===== src/rtl/fetch_stage.sv =====
// RV32I instruction-fetch stage: owns the PC, keeps at most one imem request in
// flight and presents one instruction slot (INST_F/PC_F/PC4_F/VALID_F) to decode.
module fetch_stage #(
  parameter logic [31:0] RESET_PC = 32'h0000_0000,
  parameter logic [31:0] NOP_INST = 32'h0000_0013
) (
  input  logic        clk,
  input  logic        reset,
  input  logic        STALL_F,
  input  logic        REDIRECT_F,
  input  logic [31:0] REDIRECT_PC,
  output logic        IMEM_REQ_VALID,
  input  logic        IMEM_REQ_READY,
  output logic [31:0] IMEM_ADDR,
  input  logic        IMEM_RSP_VALID,
  input  logic [31:0] IMEM_RSP_DATA,
  output logic [31:0] INST_F,
  output logic [31:0] PC_F,
  output logic [31:0] PC4_F,
  output logic        VALID_F
);

  typedef enum logic [1:0] {
    ST_REQ  = 2'd0,
    ST_WAIT = 2'd1,
    ST_DROP = 2'd2
  } state_e;

  state_e      state_q, state_d;
  logic [31:0] pc_q, pc_d;
  logic [31:0] inst_q, inst_d;
  logic [31:0] pc_f_q, pc_f_d;
  logic [31:0] pc4_f_q, pc4_f_d;
  logic        valid_q, valid_d;

  logic        slot_free;
  logic        req_valid;
  logic        req_fire;
  logic [31:0] redirect_pc_aligned;
  logic        redirect_pc_low_unused;

  assign redirect_pc_aligned    = {REDIRECT_PC[31:2], 2'b00};
  assign redirect_pc_low_unused = ^REDIRECT_PC[1:0];

  // Handshake: a request transfers on a cycle where IMEM_REQ_VALID and
  // IMEM_REQ_READY are both high; the address is held stable until then.
  // The response is a single-cycle IMEM_RSP_VALID pulse with no backpressure.
  always_comb begin
    slot_free = ~valid_q | ~STALL_F;
    req_valid = ~reset & (state_q == ST_REQ) & slot_free & ~REDIRECT_F;
    req_fire  = req_valid & IMEM_REQ_READY;
  end

  always_comb begin
    state_d = state_q;
    pc_d    = pc_q;
    inst_d  = inst_q;
    pc_f_d  = pc_f_q;
    pc4_f_d = pc4_f_q;
    valid_d = valid_q;

    // Decode takes the slot this cycle; leave a bubble unless refilled below.
    if (valid_q && !STALL_F) begin
      valid_d = 1'b0;
      inst_d  = NOP_INST;
    end

    if (REDIRECT_F) begin
      pc_d    = redirect_pc_aligned;
      valid_d = 1'b0;
      inst_d  = NOP_INST;
      unique case (state_q)
        ST_REQ:  state_d = ST_REQ;
        ST_WAIT: state_d = IMEM_RSP_VALID ? ST_REQ : ST_DROP;
        ST_DROP: state_d = IMEM_RSP_VALID ? ST_REQ : ST_DROP;
        default: state_d = ST_REQ;
      endcase
    end else begin
      unique case (state_q)
        ST_REQ: begin
          if (req_fire) state_d = ST_WAIT;
        end
        ST_WAIT: begin
          // The slot is empty here: requests only launch into a free slot.
          if (IMEM_RSP_VALID) begin
            inst_d  = IMEM_RSP_DATA;
            pc_f_d  = pc_q;
            pc4_f_d = pc_q + 32'd4;
            valid_d = 1'b1;
            pc_d    = pc_q + 32'd4;
            state_d = ST_REQ;
          end
        end
        ST_DROP: begin
          if (IMEM_RSP_VALID) state_d = ST_REQ;
        end
        default: state_d = ST_REQ;
      endcase
    end
  end

  always_ff @(posedge clk) begin
    if (reset) begin
      state_q <= ST_REQ;
      pc_q    <= RESET_PC;
      inst_q  <= NOP_INST;
      pc_f_q  <= 32'h0000_0000;
      pc4_f_q <= 32'h0000_0000;
      valid_q <= 1'b0;
    end else begin
      state_q <= state_d;
      pc_q    <= pc_d;
      inst_q  <= inst_d;
      pc_f_q  <= pc_f_d;
      pc4_f_q <= pc4_f_d;
      valid_q <= valid_d;
    end
  end

  assign IMEM_REQ_VALID = req_valid;
  assign IMEM_ADDR      = pc_q;
  assign INST_F         = inst_q;
  assign PC_F           = pc_f_q;
  assign PC4_F          = pc4_f_q;
  assign VALID_F        = valid_q;

endmodule


===== config.mk =====
export PLATFORM = sky130hd
export DESIGN_NAME = fetch_stage
export DESIGN_NICKNAME = d
export VERILOG_FILES = /design/src/rtl/fetch_stage.sv
export SDC_FILE = /design/constraint.sdc
export NUM_CORES = 1
export LEC_CHECK = 0
export CORE_UTILIZATION = 45
export DETAILED_ROUTE_END_ITERATION = 8
export PLACE_DENSITY = 0.81
export SYNTH_ARGS = -nofsm -noshare
export SYNTH_HDL_FRONTEND = slang
export SYNTH_SLANG_ARGS = --single-unit
export TNS_END_PERCENT = 5

===== constraint.sdc =====
create_clock -name clk -period 2.2 [get_ports clk]
set_input_delay 0.66 -clock clk [delete_from_list [all_inputs] [get_ports clk]]
set_output_delay 0.66 -clock clk [all_outputs]
set_load 0.02 [all_outputs]

==> flow_metrics.tcl <==
set metrics [dict create \
    place.gp.congestion 0.786 \
    grt_max_degree 91 \
    critical_path_class "flop to output port" \
    post-cts-setup-buffers 0 \
    setup_slack_ps 45.9 \
    synth_top_cell_area_share 0.452 \
    wl_mm 16.2 \
    status "complete, no violations" \
    post-route-period-util 0.979 \
    die_area_um2 12800 \
    r2r_start "IMEM_ADDR[13]" \
    h-tree-depth 4 \
    crit_required_ps 1540 \
    ys.flop_type "dfxtp_1" \
    slew_headroom 0.365 \
    worst-path-buf-inv 1 \
    synth_common_cells "dfxtp_1 (125), nand2_1 (97), nor2_1 (82)" \
    p_leak_nw 3.13 \
    dieHeight_um 113 \
    cp_top_family "buffers and inverters" \
    insertion_delay_ps 410 \
    grt_pass1_wl_mm 26.3 \
    synthArstFlopShare 0 \
    clockRootBuffer "clkbuf_16" \
    numCtsBuffers 17 \
    min_period_ps 2150 \
    rr_endpoint "IMEM_ADDR[30]" \
    coreArea_um2 12000 \
    grt_pass1_vias 5553 \
    cp_cell_sequence "clkdlybuf4s50_1" \
    cap_violations 0 \
    clock_sinks 125 \
    slowest_delay_ps 650 \
    dp_hpwl_mm 11.4 \
    pre_cts_slack_ps -423 \
    finalPower_mw 5.59 \
    fin_skew_ps 5.48 \
    ctsHoldBuffers 0 \
    vias 5462 \
    synth.avg_cell_area_um2 8.28 \
    hold_violations 0 \
    hold_class "flop to flop" \
    hold_path_depth 2 \
    ant_nets 0 \
    syn-instance-count 669 \
    grt_use_total 0.260 \
    maxSlewViolCount 0 \
    die_w_um 113 \
    rsz0062_at_grt "no" \
    grt_overflow 0 \
    cts_tree "done" \
    layout.nets 938 \
    yosysSeqAreaShare 0.452 \
    cp.arrival_ps 1490 \
    worst_slew_pin_slew_ps 953 \
    synth_edf_count 0 \
    synth-seq-cells 125 \
    drc_errors 0 \
    synth_largest_area_cell "dfxtp_1" \
    regToRegSetupSlack_ps 160 \
    finalSetupViolCount 0 \
    cp_max_fo 5 \
    yosysUniqueCellTypes 45 \
    placementRows 40 \
    io_pins 200 \
    start_util 0.461 \
    clk_pin_slew_ps 50 \
    syn2layout_area_growth_pct 50.6 \
    cp_slowest_cell "clkdlybuf4s50_1" \
    drt-initial-drc-count 259 \
    synth_area_um2 5540 \
    antenna_found_initial 0 \
    cts_buffer_depth 2 \
    yosysMostFrequentCell "dfxtp_1" \
    wl_per_cell_um 15.8 \
    min_from "PC_F[16]" \
    fmax_mhz 464 \
    rr_worst_depth 5 \
    drive_above_1_share 0.105 \
    n_antenna_cell 0 \
    whs_endpoint "PC_F[16]" \
    p_per_area_nw_per_um2 670 \
    critPathLaunchType "flop" \
    endpoint_kind "output port" \
    vdd_drop_max_uv 418 \
    routed_via_density 5.33 \
    yosys_warnings 0 \
    drtPass1Iterations 4 \
    io_buffers 191 \
    synth.area.top_cells "dfxtp_1 (45%), nand2_1 (6.6%), nor2_1 (5.6%)" \
]
==> kinds of logic (layout without fill, tap and decap cells) <==
group           Yosys count  count (layout)  synth area share
other cells               1               6          0.000677
fa+ha+maj                 3               3           0.00678
compound gates          147             147             0.169
mux                       3               3           0.00542
buf+inv                  81             285            0.0628
flops                   125             125             0.452
xor+xnor                 48              48            0.0759
simple gates            261             261             0.227
==> sequential cells by signal, summed over array words and instances, names as in the netlist <==
signal	flops
PC_F	30
INST_F	32
state_q	2
IMEM_ADDR	30
VALID_F	1
PC4_F	30
==> tightest hold or removal path, delay by kind of cell (launching register included) <==
family / cells / cell delay [ps]
compound gates: 1 / 50
flops: 1 / 300
simple gates: 1 / 50
==> timing repair <==
item	in CTS	in global routing
pin swaps	0	1
setup endpoints to repair	19	7
resized for setup	24	8
==> final cells by class <==
type	count	area [um^2]
Sequential cell	125	2500
Fill cell	949	3670
Clock buffer	25	475
Multi-Input combinational cell	468	2720
Tap cell	147	184
Timing Repair Buffer	233	2290
Clock inverter	7	87.6
Inverter	20	75.1
==> worst max-delay path by stage <==
stage | cells after the start | startpoint | endpoint
after detailed placement | 4 | STALL_F | IMEM_REQ_VALID
final | 1 | IMEM_ADDR[23] | IMEM_ADDR[23]
after global placement | 4 | STALL_F | IMEM_REQ_VALID
after global routing | 1 | IMEM_ADDR[17] | IMEM_ADDR[17]
after CTS | 4 | STALL_F | IMEM_REQ_VALID
after floorplan | 3 | REDIRECT_F | IMEM_REQ_VALID
==> layer usage <==
| layer | GRT usage | share of wire | vias to the layer above | wire length (um) |
|---|---|---|---|---|
| li1 | - | - | 2651 | - |
| met1 | 0.299 | 0.41 | 2550 | 6580 |
| met2 | 0.448 | 0.48 | 231 | 7840 |
| met3 | 0.0836 | 0.089 | 30 | 1450 |
| met4 | 0.107 | 0.020 | 0 | 328 |
| met5 | 0 | 0 | - | 0 |
==> report_power, final <==
part	internal, mW	total, mW	switching, mW
clock network	1.72	2.68	0.963
logic	0.272	0.532	0.261
registers	2.31	2.38	0.0669
total	4.30	5.59	1.29
==> metrics by stage <==
stage / cells / setup TNS, ps / util / hold WS (ps) / cell area [um^2]
5_1_grt: 1025 / 0 / 0.694 / 478 / 8340
6_report: 1025 / 0 / 0.694 / 453 / 8340
4_1_cts: 1025 / 0 / 0.692 / 453 / 8320
2_1_floorplan: 674 / 0 / - / 476 / 5560
3_5_place_dp: 993 / -2910 / 0.647 / 446 / 7770
3_3_place_gp: 993 / -945 / 0.647 / 441 / 7770
==> cell usage in the layout, fill, tap and decap left out, types with 3 or more instances in the layout <==
master,synthesis,final
a22oi_1,29,29
xnor2_1,25,25
a211oi_1,24,24
dfxtp_1,125,123
dlymetal6s2s_1,0,7
nor2b_1,6,6
o22ai_1,6,6
inv_1,20,20
nor2_1,82,81
nor3_1,5,5
o21a_1,14,14
and3_1,9,8
ha_1,3,3
nand2_1,97,97
mux2i_1,3,3
nand4_1,13,13
buf_4,7,37
or3_1,3,3
nand3_1,20,20
a21oi_1,58,58
clkbuf_1,35,6
clkdlybuf4s50_1,0,165
buf_12,0,6
clkbuf_16,0,17
clkinv_2,0,4
dlygate4sd2_1,0,16
nor4_1,4,4
conb_1,1,6
xor2_1,23,23
o21ai_0,10,10
(Power assumes the default switching activity.)
